===== config.mk =====
export PLATFORM = sky130hd
export DESIGN_NAME = ain_conditioner
export DESIGN_NICKNAME = d
export VERILOG_FILES = /design/src/rtl/ain_cond_pkg.sv /design/src/rtl/ain_conditioner_bit_debounce.sv /design/src/rtl/ain_conditioner.sv
export SDC_FILE = /design/constraint.sdc
export NUM_CORES = 1
export LEC_CHECK = 0
export CAP_MARGIN = 30
export CORE_AREA = 2 2 39 41
export CTS_CLUSTER_DIAMETER = 200
export CTS_CLUSTER_SIZE = 25
export DETAILED_ROUTE_END_ITERATION = 12
export DIE_AREA = 0 0 41 43
export PLACE_DENSITY_LB_ADDON = 0.08
export SYNTH_ARGS = -nofsm -noshare
export SYNTH_HDL_FRONTEND = slang
export SYNTH_HIERARCHICAL = 1
export SYNTH_SLANG_ARGS = --single-unit
export TNS_END_PERCENT = 5

===== constraint.sdc =====
create_clock -name clock -period 1.6 [get_ports clock]
set_input_delay 0.32 -clock clock [delete_from_list [all_inputs] [get_ports clock]]
set_output_delay 0.32 -clock clock [all_outputs]
set_load 0.005 [all_outputs]

===== src/rtl/ain_cond_pkg.sv =====
// Shared definitions for the ain_conditioner input stage: default sizing,
// per-bit debounce state encoding and the counter-width helper.
package ain_cond_pkg;

  localparam int AIN_WIDTH           = 2;
  localparam int AIN_SYNC_STAGES     = 2;
  localparam int AIN_DEBOUNCE_CYCLES = 4;

  // Per-bit debounce state: IDLE means the synchronised bit agrees with ain.
  typedef enum logic {
    ST_IDLE  = 1'b0,
    ST_CHECK = 1'b1
  } deb_state_t;

  // Bits needed to hold values 0..value-1; never less than one bit.
  function automatic int clog2(input int value);
    int result;
    int v;
    result = 0;
    v      = value - 1;
    while (v > 0) begin
      result = result + 1;
      v      = v >> 1;
    end
    return (result < 1) ? 1 : result;
  endfunction

endpackage


===== src/rtl/ain_conditioner_bit_debounce.sv =====
// One input bit: a synchroniser chain followed by an IDLE/CHECK debounce
// FSM. A new level is accepted only after it has been seen on
// DEBOUNCE_CYCLES consecutive synchronised samples.
module bit_debounce
  import ain_cond_pkg::*;
#(
  parameter int SYNC_STAGES     = AIN_SYNC_STAGES,
  parameter int DEBOUNCE_CYCLES = AIN_DEBOUNCE_CYCLES
) (
  input  logic clock,
  input  logic reset,
  input  logic raw,
  output logic value,
  output logic update,
  output logic in_check
);

  localparam int            CW   = clog2(DEBOUNCE_CYCLES + 1);
  localparam logic [CW-1:0] LAST = CW'(DEBOUNCE_CYCLES - 1);

  logic [SYNC_STAGES-1:0] sync;
  logic                   s;
  deb_state_t             state;
  logic [CW-1:0]          cnt;

  assign s        = sync[SYNC_STAGES-1];
  assign in_check = (state == ST_CHECK);

  // Synchroniser chain; the raw input enters at bit 0.
  // NOTE: sequential state uses non-blocking assignments so every flop
  // samples the pre-edge value of its neighbour and the chain really shifts.
  always_ff @(posedge clock) begin
    if (reset) sync <= '0;
    else       sync <= {sync[SYNC_STAGES-2:0], raw};
  end

  // Debounce FSM: count consecutive mismatches, accept on the last one.
  always_ff @(posedge clock) begin
    if (reset) begin
      state  <= ST_IDLE;
      cnt    <= '0;
      value  <= 1'b0;
      update <= 1'b0;
    end else begin
      update <= 1'b0;
      if (state == ST_IDLE) begin
        cnt <= '0;
        if (s != value) begin
          if (DEBOUNCE_CYCLES == 1) begin
            value  <= s;
            update <= 1'b1;
          end else begin
            state <= ST_CHECK;
            cnt   <= CW'(1);
          end
        end
      end else begin
        if (s == value) begin
          // Bounced back before being accepted: drop the partial count.
          state <= ST_IDLE;
          cnt   <= '0;
        end else if (cnt == LAST) begin
          value  <= s;
          update <= 1'b1;
          cnt    <= '0;
          state  <= ST_IDLE;
        end else begin
          cnt <= cnt + CW'(1);
        end
      end
    end
  end

endmodule


===== src/rtl/ain_conditioner.sv =====
// Input conditioner feeding the Moore detector's ain: per-bit synchronise
// and debounce, plus a one-cycle change strobe and a busy flag.
// Optional macro AIN_EVENT_COUNT_EN adds an 8-bit wrapping count of
// ain_changed pulses on port event_count.
module ain_conditioner
  import ain_cond_pkg::*;
#(
  parameter int WIDTH           = AIN_WIDTH,
  parameter int SYNC_STAGES     = AIN_SYNC_STAGES,
  parameter int DEBOUNCE_CYCLES = AIN_DEBOUNCE_CYCLES
) (
  input  logic             clock,
  input  logic             reset,
  input  logic [WIDTH-1:0] raw_in,
  output logic [WIDTH-1:0] ain,
  output logic             ain_changed,
  output logic             busy
`ifdef AIN_EVENT_COUNT_EN
  ,
  output logic [7:0]       event_count
`endif
);

  logic [WIDTH-1:0] update_vec;
  logic [WIDTH-1:0] check_vec;

  for (genvar i = 0; i < WIDTH; i++) begin : g_bit
    bit_debounce #(
      .SYNC_STAGES    (SYNC_STAGES),
      .DEBOUNCE_CYCLES(DEBOUNCE_CYCLES)
    ) u_bit (
      .clock   (clock),
      .reset   (reset),
      .raw     (raw_in[i]),
      .value   (ain[i]),
      .update  (update_vec[i]),
      .in_check(check_vec[i])
    );
  end

  // Per-bit flags are already registered, so the ORs keep both outputs
  // aligned with the cycle in which ain and the bit states change.
  assign ain_changed = |update_vec;
  assign busy        = |check_vec;

`ifdef AIN_EVENT_COUNT_EN
  // Count accepted changes; wraps naturally from 255 to 0.
  always_ff @(posedge clock) begin
    if (reset)            event_count <= '0;
    else if (ain_changed) event_count <= event_count + 8'd1;
  end
`endif

endmodule


==> Flow_metrics.wiki, run 1 <==
{| class="wikitable"
! Metric !! Value
|-
| Pre-CTS setup slack || approximately 0.33 ns
|-
| Synth unique cells || 16
|-
| Power density normalized to cell area || ~930 nW/µm²
|-
| Number of levels the H-tree was split into || 1
|-
| Area share of the largest cell type after synthesis || approximately 52%
|-
| DIE WIDTH || 41 µm
|-
| Standard-cell rows || 14
|-
| Post-Syn Instances || 52
|-
| Setup Buffers After CTS || 0
|-
| Yosys warning count || 6
|-
| Worst EP arrival || roughly 1.2 ns
|-
| Synthesis-to-layout area growth || 24.5%
|-
| TritonCTS clock tree || done
|-
| Post-synthesis cell area || 613 µm²
|-
| Total Nets Final || 75
|-
| Top library cells by usage in the layout, fill and taps aside || sky130_fd_sc_hd__dfxtp_1 (16), sky130_fd_sc_hd__clkdlybuf4s50_1 (5), sky130_fd_sc_hd__nor3_1 (4), sky130_fd_sc_hd__nor2b_1 (4), sky130_fd_sc_hd__ha_1 (4)
|-
| Class of the most critical hold timing path || reg -> reg
|-
| Worst relative slew slack || 79.6%
|-
| Post-route setup TNS || 0 ns
|-
| Post-detailed-route count of antenna-violating nets || 0
|-
| Cell type with the highest aggregate area in the netlist || sky130_fd_sc_hd__dfxtp_1
|-
| First drt pass iteration count || 4
|-
| Via count of the first global-routing pass || ~370
|-
| Ratio of cells with drive above 1 in the final layout || a little under a quarter
|-
| Overall fraction of global-route tracks in use || between 10% and 20%
|-
| Worst setup path class || reg -> out
|-
| Fin worst setup slack || roughly 0.066 ns
|-
| Largest stage delay on the critical path || between 0.5 and 0.6 ns
|-
| Post-Synthesis Net Count || 60
|-
| Synth Area per Inst || about 12 µm²
|-
| Starting Density || 44.3%
|-
| Unrepaired setup endpoints after global routing || no
|-
| Min Clock Period, post-route || 1.53 ns
|-
| Leakage || between 0.0002 and 0.0003 µW
|-
| DP Wirelength || 595 µm
|-
| Crit-path leading delay family || buffers and inverters
|-
| Sort of element at the start of the critical path || flip-flop
|-
| # port buffers || 7
|-
| Pin count of the biggest net entering global routing || 17
|-
| Wire per inst || 10.5 µm
|-
| Final number of setup-violating endpoints || 0
|-
| Die Height || between 40 and 50 µm
|-
| Count of vias placed by the detailed router || between 400 and 500
|-
| Largest vdd supply drop || approximately 510 µV
|-
| Clock tree buffer depth || 2
|-
| Count of antenna diodes in the layout || 0
|-
| Maximum achievable frequency || ~650 MHz
|-
| Die area || approximately 1800 µm²
|-
| Insertion delay of the later-clocked pin in the worst-skew pair || around 0.28 ns
|-
| Most frequent standard cell in the layout excluding fill and tap cells || sky130_fd_sc_hd__dfxtp_1
|-
| Worst Path Required || around 1.3 ns
|-
| CP Buf/Inv Count || 1
|-
| Number of sinks handled by clock tree synthesis || 16
|-
| Drt first-iter violations || 4
|-
| Max Transition Viols Final || 0
|-
| Slowest stage cell, crit path || sky130_fd_sc_hd__clkdlybuf4s50_1
|-
| Floorplan Core Area || roughly 1400 µm²
|-
| Post-route clock skew || between 0.0015 and 0.002 ns
|-
| Crit end category || primary output
|-
| Routability Congestion || approximately 0.68
|-
| Overall overflow remaining after global route || 0
|-
| Worst hold slack across all endpoints || approximately 0.45 ns
|-
| Max Fanout on Critical Path || 3
|-
| Post-layout power || 709 µW
|-
| TritonCTS buffer count || 3
|-
| Global-route wire length before repair || approximately 1500 µm
|-
| Number of storage elements in the synthesis netlist || 16
|-
| Max cap viols || 0
|-
| Worst path cell trace || clkdlybuf4s50_1
|-
| Detail-routed via count per cell || around 5
|-
| Synth area leaders || sky130_fd_sc_hd__dfxtp_1 (52%), sky130_fd_sc_hd__ha_1 (8.2%), sky130_fd_sc_hd__xnor2_2 (5.3%), sky130_fd_sc_hd__nor4b_2 (4.9%), sky130_fd_sc_hd__nor2b_1 (4.1%)
|-
| Slew @ Worst Pin || a little over 0.3 ns
|-
| Sequential area share after synthesis || a little over half
|-
| Antenna violations before repair || 0
|-
| Result of the run || finished, final reports clean
|-
| Post-Route WL || between 800 and 900 µm
|-
| CTS Root Cell || sky130_fd_sc_hd__clkbuf_4
|-
| Clock-pin transition on the worst setup and hold timing paths || roughly 0.090 ns
|-
| Post-route DRC || 0
|-
| Post-layout utilization of the core || between 50 and 60%
|-
| Period utilization || a little over nine tenths
|-
| Number of primary I/O pins || 8
|-
| Hold Fails Final Rpt || 0
|}
metrics by stage:
step                      cells  area (µm²)
final                        82         763
after floorplan              52         613
after detailed placement     78         726
after global placement       78         726
after CTS                    82         761
after global routing         82         763
logic make-up (layout without fill, tap and decap cells):
family	after synthesis	count (layout)	share of synthesized area, %
flops	16	16	52.2
compound gates	8	8	9.79
buf+inv	2	16	1.22
simple gates	20	20	23.3
xor+xnor	2	2	5.31
fa+ha+maj	4	4	8.16
worst register-to-register path, cell delays in order, from the launching register on:
cell	delay (ns)
sky130_fd_sc_hd__dfxtp_1	0.33
sky130_fd_sc_hd__ha_1	0.19
sky130_fd_sc_hd__ha_1	0.24
sky130_fd_sc_hd__nand2b_1	0.20
sky130_fd_sc_hd__nor4b_2	0.21
synth_stat cells:
master                     number
sky130_fd_sc_hd__nor3_1         4
sky130_fd_sc_hd__ha_1           4
sky130_fd_sc_hd__nand3_1        2
sky130_fd_sc_hd__a21bo_2        2
sky130_fd_sc_hd__inv_1          2
sky130_fd_sc_hd__nor4b_2        2
sky130_fd_sc_hd__nor4_2         2
sky130_fd_sc_hd__o21a_1         2
sky130_fd_sc_hd__a211oi_1       2
sky130_fd_sc_hd__nand2_1        2
sky130_fd_sc_hd__or2_1          2
sky130_fd_sc_hd__nand2b_1       2
sky130_fd_sc_hd__xnor2_2        2
sky130_fd_sc_hd__dfxtp_1       16
sky130_fd_sc_hd__a21oi_1        2
sky130_fd_sc_hd__nor2b_1        4
registers in the layout, indices dropped and copies added, names as in the netlist:
signal / flops
g_bit.u_bit/cnt: 6
g_bit.u_bit/value: 2
g_bit.u_bit/update: 2
g_bit.u_bit/in_check: 2
g_bit.u_bit/sync: 4
power by group:
part	switching [µW]	internal, µW
clock	127	138
sequential	3.69	405
combinational	16.0	18.5
per-layer routing:
metal	GRT usage, %	up-vias	share of wire [%]
li1	-	211	-
met1	17.7	181	52
met2	15.9	8	42
met3	4.71	2	4.8
met4	10.0	0	1.5
met5	0	-	0
final timing paths:
| path | startpoint | cells after the start | to | slack [ns] |
|---|---|---|---|---|
| worst min-delay path | g_bit[1].u_bit/sync[0] | 1 | g_bit[1].u_bit/sync[1] | 0.45 |
| worst max-delay path | g_bit[0].u_bit/value | 1 | ain[0] | 0.07 |
| worst min register to register | g_bit[1].u_bit/sync[0] | 1 | g_bit[1].u_bit/sync[1] | 0.45 |
| worst max register to register | g_bit[1].u_bit/cnt[0] | 4 | g_bit[1].u_bit/cnt[1] | 0.35 |
cell type report:
class | instances | area (µm²)
fillers | 128 | 621
flip-flops and latches | 16 | 320
multi-input cells | 34 | 285
repair buffers | 10 | 93.8
clock buffers | 4 | 36.3
well taps | 16 | 20.0
inverters | 2 | 7.51
what timing repair did:
item / in CTS / in global routing
hold buffers: 0 / 0
pin swaps: 0 / 0
gates resized for setup: 1 / 1
endpoints found under the setup margin: 1 / 1
Power figures use the tool's default switching activity.
==> run 2: changes to the inputs <==
--- a/config.mk
+++ b/config.mk
@@ -5,6 +5,7 @@
 export SDC_FILE = /design/constraint.sdc
 export NUM_CORES = 1
 export LEC_CHECK = 0
+export ABC_CLOCK_PERIOD_IN_PS = 1600
 export CAP_MARGIN = 30
 export CORE_AREA = 2 2 39 41
 export CTS_CLUSTER_DIAMETER = 200
==> results of run 2 <==
No change in the layout: final DEF, timing and power equal those of run 1.
==> run 3: changes to the inputs <==
--- a/config.mk
+++ b/config.mk
@@ -7,14 +7,13 @@
 export LEC_CHECK = 0
 export ABC_CLOCK_PERIOD_IN_PS = 1600
 export CAP_MARGIN = 30
-export CORE_AREA = 2 2 39 41
+export CORE_AREA = 3 3 40 42
 export CTS_CLUSTER_DIAMETER = 200
 export CTS_CLUSTER_SIZE = 25
 export DETAILED_ROUTE_END_ITERATION = 12
-export DIE_AREA = 0 0 41 43
+export DIE_AREA = 0 0 43 45
 export PLACE_DENSITY_LB_ADDON = 0.08
 export SYNTH_ARGS = -nofsm -noshare
 export SYNTH_HDL_FRONTEND = slang
-export SYNTH_HIERARCHICAL = 1
 export SYNTH_SLANG_ARGS = --single-unit
 export TNS_END_PERCENT = 5
==> Flow_metrics.wiki, run 3 <==
{| class="wikitable"
! Metric !! Value
|-
| Most frequent standard cell in the layout excluding fill and tap cells || sky130_fd_sc_hd__dfxtp_1 (unchanged)
|-
| DP Wirelength || 608 µm (was 595 µm)
|-
| Post-route setup TNS || 0 ns (unchanged)
|-
| Cell type with the highest aggregate area in the netlist || sky130_fd_sc_hd__dfxtp_1 (unchanged)
|-
| Standard-cell rows || 13 (was 14)
|-
| Count of flip-flops with a built-in enable after synthesis || 0 (unchanged)
|-
| Pre-CTS setup slack || 0.187 ns (was 0.326 ns)
|-
| Max cap viols || 0 (unchanged)
|-
| Slew @ Worst Pin || 0.471 ns (was 0.305 ns)
|-
| Compound-cell area share of the yosys netlist || 9.56% (was 9.80%)
|-
| Synth unique cells || 21 (was 16)
|-
| Synth Area per Inst || 10.8 µm² (was 11.8 µm²)
|-
| Number of storage elements in the synthesis netlist || 16 (unchanged)
|-
| Total Nets Final || 80 (was 75)
|-
| Die Height || 45 µm (was 43 µm)
|-
| Largest register FFs || 6 (unchanged)
|-
| Top flip-flop cell by instance count after synthesis || sky130_fd_sc_hd__dfxtp_1 (unchanged)
|-
| TritonCTS buffer count || 3 (unchanged)
|-
| Yosys warning count || 0 (was 6)
|-
| Worst Path Required || 1.28 ns (about the same)
|-
| Max Transition Viols Final || 0 (unchanged)
|-
| Worst relative slew slack || 68.4% (was 79.6%)
|-
| Antenna violations before repair || 0 (unchanged)
|-
| Multiplexer area fraction after synthesis || 0% (unchanged)
|-
| Number of primary I/O pins || 8 (unchanged)
|-
| Number of levels the H-tree was split into || 1 (unchanged)
|-
| Hold Fails Final Rpt || 0 (unchanged)
|-
| Synthesis-to-layout area growth || 20.5% (was 24.5%)
|-
| Overall overflow remaining after global route || 0 (unchanged)
|-
| Floorplan Core Area || 1280 µm² (was 1380 µm²)
|-
| Final number of setup-violating endpoints || 0 (unchanged)
|-
| Area share of fa/ha/maj cells after synthesis || 12.0% (was 8.16%)
|-
| Top library cells by usage in the layout, fill and taps aside || sky130_fd_sc_hd__dfxtp_1 (15), sky130_fd_sc_hd__ha_1 (6), sky130_fd_sc_hd__nor3_1 (5), sky130_fd_sc_hd__clkdlybuf4s50_1 (5), sky130_fd_sc_hd__nor2b_1 (4) (was sky130_fd_sc_hd__dfxtp_1 (16), sky130_fd_sc_hd__clkdlybuf4s50_1 (5), sky130_fd_sc_hd__nor3_1 (4), sky130_fd_sc_hd__nor2b_1 (4), sky130_fd_sc_hd__ha_1 (4))
|-
| Post-Syn Instances || 58 (was 52)
|-
| Post-Synthesis Net Count || 68 (was 60)
|-
| Result of the run || finished, final reports clean (unchanged)
|-
| Sequential area share after synthesis || 51.0% (was 52.2%)
|-
| # fillers || 127 (was 128)
|-
| Register bank with the most flops || g_bit.u_bit.cnt (was g_bit.u_bit/cnt)
|-
| Ratio of cells with drive above 1 in the final layout || 18.8% (was 22.7%)
|-
| Worst setup path class || reg -> out (unchanged)
|-
| Class of the most critical hold timing path || reg -> reg (unchanged)
|-
| Count of vias placed by the detailed router || 413 (was 402)
|-
| Count of antenna diodes in the layout || 0 (unchanged)
|-
| Post-route clock skew || 0.00367 ns (was 0.00176 ns)
|-
| Number of sinks handled by clock tree synthesis || 16 (unchanged)
|-
| Routability Congestion || 0.733 (was 0.678)
|-
| Clock tree buffer depth || 2 (unchanged)
|-
| Fin worst setup slack || 0.0838 ns (was 0.0656 ns)
|-
| Unrepaired setup endpoints after global routing || no (unchanged)
|-
| Setup slack on the worst flop-to-flop path || 0.26 ns (was 0.35 ns)
|-
| Share of flip-flops with an asynchronous set or reset || 0% (unchanged)
|-
| Most numerous cell types in the synthesized netlist || sky130_fd_sc_hd__dfxtp_1 (16), sky130_fd_sc_hd__ha_1 (6), sky130_fd_sc_hd__nor3_1 (5) (was sky130_fd_sc_hd__dfxtp_1 (16), sky130_fd_sc_hd__ha_1 (4), sky130_fd_sc_hd__nor2b_1 (4), sky130_fd_sc_hd__nor3_1 (4))
|-
| Reg-to-Reg End || g_bit[0].u_bit.cnt[2] (was g_bit[1].u_bit/cnt[1])
|-
| Insertion delay of the later-clocked pin in the worst-skew pair || 0.28 ns (about the same)
|-
| Crit end category || primary output (unchanged)
|-
| Wire per inst || 9.86 µm (was 10.5 µm)
|-
| Post-route DRC || 0 (unchanged)
|-
| Clock-pin transition on the worst setup and hold timing paths || 0.09 ns (about the same)
|-
| Drt first-iter violations || 4 (unchanged)
|-
| Maximum achievable frequency || 660 MHz (was 652 MHz)
|-
| Start point of the worst min-delay path || g_bit[0].u_bit.sync[0] (was g_bit[1].u_bit/sync[0])
|-
| Cell count of the worst hold path || 1 (unchanged)
|-
| Die area || 1940 µm² (was 1760 µm²)
|-
| Registers with the most flip-flops || g_bit.u_bit.cnt (6), g_bit.u_bit.sync (4) (was g_bit.u_bit/cnt (6), g_bit.u_bit/sync (4))
|-
| Post-synthesis share of cell area spent on and, or, nand and nor gates || 20.3% (was 23.3%)
|-
| Via count of the first global-routing pass || 393 (was 366)
|-
| Post-layout power || 694 µW (was 709 µW)
|-
| Min Clock Period, post-route || 1.52 ns (was 1.53 ns)
|-
| Detail-routed via count per cell || 4.92 (was 4.90)
|-
| Post-detailed-route count of antenna-violating nets || 0 (unchanged)
|-
| # port buffers || 7 (unchanged)
|-
| TritonCTS clock tree || done (unchanged)
|-
| Leakage || 0.000296 µW (was 0.000298 µW)
|-
| Largest vdd supply drop || 779 µV (was 513 µV)
|-
| CTS Root Cell || sky130_fd_sc_hd__clkbuf_4 (unchanged)
|-
| Overall fraction of global-route tracks in use || 11.1% (was 13.0%)
|-
| Max Fanout on Critical Path || 7 (was 3)
|-
| Setup Buffers After CTS || 0 (unchanged)
|-
| Global-route wire length before repair || 1540 µm (was 1500 µm)
|-
| Pin count of the biggest net entering global routing || 10 (was 17)
|-
| Worst EP arrival || 1.20 ns (was 1.21 ns)
|-
| Period utilization || 94.8% (was 95.9%)
|-
| Most frequently used cell type in the post-synthesis netlist || sky130_fd_sc_hd__dfxtp_1 (unchanged)
|-
| DIE WIDTH || 43 µm (was 41 µm)
|-
| Hold Path End || g_bit[0].u_bit.sync[1] (was g_bit[1].u_bit/sync[1])
|-
| # hold bufs at CTS || 0 (unchanged)
|-
| Power density normalized to cell area || 917 nW/µm² (was 929 nW/µm²)
|-
| Combinational family with the most area after synthesis || simple AND/OR/NAND/NOR gates (unchanged)
|-
| Post-Route WL || 828 µm (was 862 µm)
|-
| Starting Density || 48.9% (was 44.3%)
|-
| Synth area leaders || sky130_fd_sc_hd__dfxtp_1 (51%), sky130_fd_sc_hd__ha_1 (12%), sky130_fd_sc_hd__nor2b_1 (4.0%), sky130_fd_sc_hd__nor3_1 (4.0%), sky130_fd_sc_hd__a21bo_2 (3.2%) (was sky130_fd_sc_hd__dfxtp_1 (52%), sky130_fd_sc_hd__ha_1 (8.2%), sky130_fd_sc_hd__xnor2_2 (5.3%), sky130_fd_sc_hd__nor4b_2 (4.9%), sky130_fd_sc_hd__nor2b_1 (4.1%))
|-
| Beginning of the worst register-to-register path || g_bit[0].u_bit.cnt[0] (was g_bit[1].u_bit/cnt[0])
|-
| Sort of element at the start of the critical path || flip-flop (unchanged)
|-
| Area share of the largest cell type after synthesis || 51.0% (was 52.2%)
|-
| Depth of the worst register-to-register path || 4 (unchanged)
|-
| First drt pass iteration count || 2 (was 4)
|-
| Post-synthesis cell area || 628 µm² (was 613 µm²)
|-
| Post-layout utilization of the core || 58.9% (was 55.2%)
|-
| XOR/XNOR Fraction of Synth Area || 2.79% (was 5.31%)
|}
[run 3: stage by stage]
| step | hold slack (ns) | cells | cell area, µm² |
|---|---|---|---|
| 2_1_floorplan | 0.392 | 58 | 628 |
| 3_3_place_gp | 0.418 | 80 | 719 |
| 3_5_place_dp | 0.424 | 80 | 719 |
| 4_1_cts | 0.445 | 84 | 757 |
| 5_1_grt | 0.463 | 84 | 757 |
| 6_report | 0.441 | 84 | 757 |
[run 3: cells by family after synthesis]
kind of cell / after synthesis
compound gates: 8
xor+xnor: 2
fa+ha+maj: 6
buf+inv: 5
flops: 16
simple gates: 21
[run 3: layout make-up]
cell class,count,area [µm²],area share [%]
Clock buffer,4,36.3,4.79
Sequential cell,16,324,42.8
Inverter,2,7.51,0.992
Multi-Input combinational cell,37,280,37.0
Timing Repair Buffer,10,90.1,11.9
Tap cell,15,18.8,2.48
[run 3: layer usage]
metal  routed length, µm  part of all wire, %  global-route usage [%]
met5                   0                    0                       0
met4                   8                 0.97                    3.61
met3                  64                  7.7                    7.17
met2                 360                   43                    17.7
met1                 395                   48                    12.3
[run 3: worst max-delay path by stage]
stage / startpoint / slack [ns] / to / cells after the start
floorplan: g_bit[0].u_bit.cnt[0] / 0.32 / g_bit[0].u_bit.cnt[2] / 4
global placement: g_bit[1].u_bit.in_check / 0.20 / busy / 2
detailed placement: g_bit[1].u_bit.in_check / 0.19 / busy / 2
CTS: g_bit[1].u_bit.in_check / 0.07 / busy / 2
global route: g_bit[1].u_bit.in_check / 0.03 / busy / 2
finish: g_bit[1].u_bit.in_check / 0.08 / busy / 2
[run 3: what timing repair did]
item	CTS	global route
setup endpoints to repair	2	0
resized for setup	4	0
hold endpoints to repair	0	0
[run 3: worst max-delay path: stages, from the launching register on]
cell                            delay (ns)
sky130_fd_sc_hd__dfxtp_4              0.37
sky130_fd_sc_hd__or2_2                0.29
sky130_fd_sc_hd__dlygate4sd2_1        0.26
[run 3: power breakdown]
group / leakage, µW / switching (µW) / total [µW] / internal (µW)
clock: 0.0000210 / 117 / 255 / 138
combinational: 0.000145 / 13.5 / 31.3 / 17.8
sequential: 0.000131 / 3.83 / 408 / 404
total: 0.000296 / 134 / 694 / 560
==> RTL change: new RTL, settings of run 3 <==
`AIN_DEBOUNCE_CYCLES`: 4 -> 6.
--- a/src/rtl/ain_cond_pkg.sv
+++ b/src/rtl/ain_cond_pkg.sv
@@ -4,7 +4,7 @@
 
   localparam int AIN_WIDTH           = 2;
   localparam int AIN_SYNC_STAGES     = 2;
-  localparam int AIN_DEBOUNCE_CYCLES = 4;
+  localparam int AIN_DEBOUNCE_CYCLES = 6;
 
   // Per-bit debounce state: IDLE means the synchronised bit agrees with ain.
   typedef enum logic {
Behaviour: not the same (Yosys sat finds a counterexample within 10 cycles, from zero or initial values and one cycle with reset high).
==> RTL change against run 3 <==
  * Final cell count unchanged
  * Setup slack gained 0.031 ns
  * Area after synthesis is 5.4% higher
  * Non-clock buffer count shrank 1
  * Design area up 3.3%
  * Sequential cell count stayed put
  * Global-route usage grew 1.2 points
  * Total power grew 0.94%
  * Sequential share of layout area fell by 1.7 points
  * Clock power is essentially flat
  * Wire length increased by 17%
  * Critical endpoint is now ain[1]
==> RTL change: results (changes against run 3) <==
[setup_path]
cpPeakStageDelay_ns=0.51  ; +0.14 ns
cp.arrival_ns=1.16  ; -0.04 ns
crit_path_top_delay_cell=clkdlybuf4s50_1
crit_fanout=3  ; -4
path_delay_family=buffers and inverters

[pwr]
combPwrFrac=0.051  ; +0.006
comb_cell_power_uw=35.9  ; +15%
cellLeakagePower_uw=0.000306  ; +3.1%
p_switching_uw=136  ; +1.8%
peakVddDrop_mv=0.733  ; -6.0%

[place]
dpl.hpwl_um=689  ; +13%
gp_congestion=0.714  ; -2.6%
place_ws_ns=0.123  ; -0.0650 ns

[global_routing]
antenna_found_initial=0  ; unchanged
grtUsageTotal=0.123  ; +0.0120
gr-usage-met2=0.180  ; +0.00299
grt_pass1_wl_mm=1.70  ; +11%
gr-usage-met1=0.163  ; +0.0404
grt_pass1_vias=398  ; +1.3%
grt_use_met3=0.0478  ; -0.0239

[logic_synthesis]
yosysUniqueCellTypes=18  ; -14%
synth.area.mux_share=0.0302  ; +0.0302
synth_adder_area_share=0.0756  ; -0.0439
ys_seq_area_frac=0.484  ; -0.0260
synth_compound_area_frac=0.129  ; +0.0329
synth_commonest_cells=16 x dfxtp_1, 8 x nand2b_1, 4 x ha_1, 4 x nor2b_1
syn_nets=67  ; -1.5%
synth-xor-area-share=0.0265  ; -0.00142
synth_area_leaders=dfxtp_1 48%, ha_1 7.6%, nand2b_1 7.6%

[clock_tree]
ctsResizeCount=3  ; -1

[layout]
nets=78  ; -2.5%
reg_top3=g_bit.u_bit.cnt: 6 flops, g_bit.u_bit.sync: 4 flops
fillers=114  ; -10%

[outcome]
status=completed

[route]
met1_length_um=511  ; +29%
vias_per_cell=4.86  ; -1.2%
drtIter0Drc=3  ; -1
dr_wl_met3_um=50  ; -22%
drtPass1Iterations=4  ; +2
wl_um=966  ; +17%

[sta]
worst_pin_slew_ns=0.495  ; +0.0240 ns
clock_skew_ns=0.00209  ; -0.00158 ns

## RTL change: stage by stage
stage               hold WS, ns  utilization  area (um2)  cells
CTS                       0.453        0.609         782     84
global route              0.481        0.609         782     84
floorplan                 0.414            -         662     59
finish                    0.447        0.609         782     84
detailed placement        0.431        0.581         747     80
global placement          0.421        0.581         747     80
## RTL change: cell type report
class | instances | area share
Sequential cell | 16 | 0.411
Multi-Input combinational cell | 38 | 0.403
Timing Repair Buffer | 9 | 0.106
Clock buffer | 4 | 0.0464
Tap cell | 15 | 0.0240
Inverter | 2 | 0.00960
## RTL change: path summary, 6_finish.rpt
kind / endpoint / slack [ns] / startpoint / cells after the start
worst min-delay path: g_bit[1].u_bit.sync[1] / 0.45 / g_bit[1].u_bit.sync[0] / 1
worst max-delay path: ain[1] / 0.12 / g_bit[1].u_bit.value / 1
worst max register to register: g_bit[0].u_bit.cnt[2] / 0.34 / g_bit[0].u_bit.cnt[1] / 4
worst min register to register: g_bit[1].u_bit.sync[1] / 0.45 / g_bit[1].u_bit.sync[0] / 1
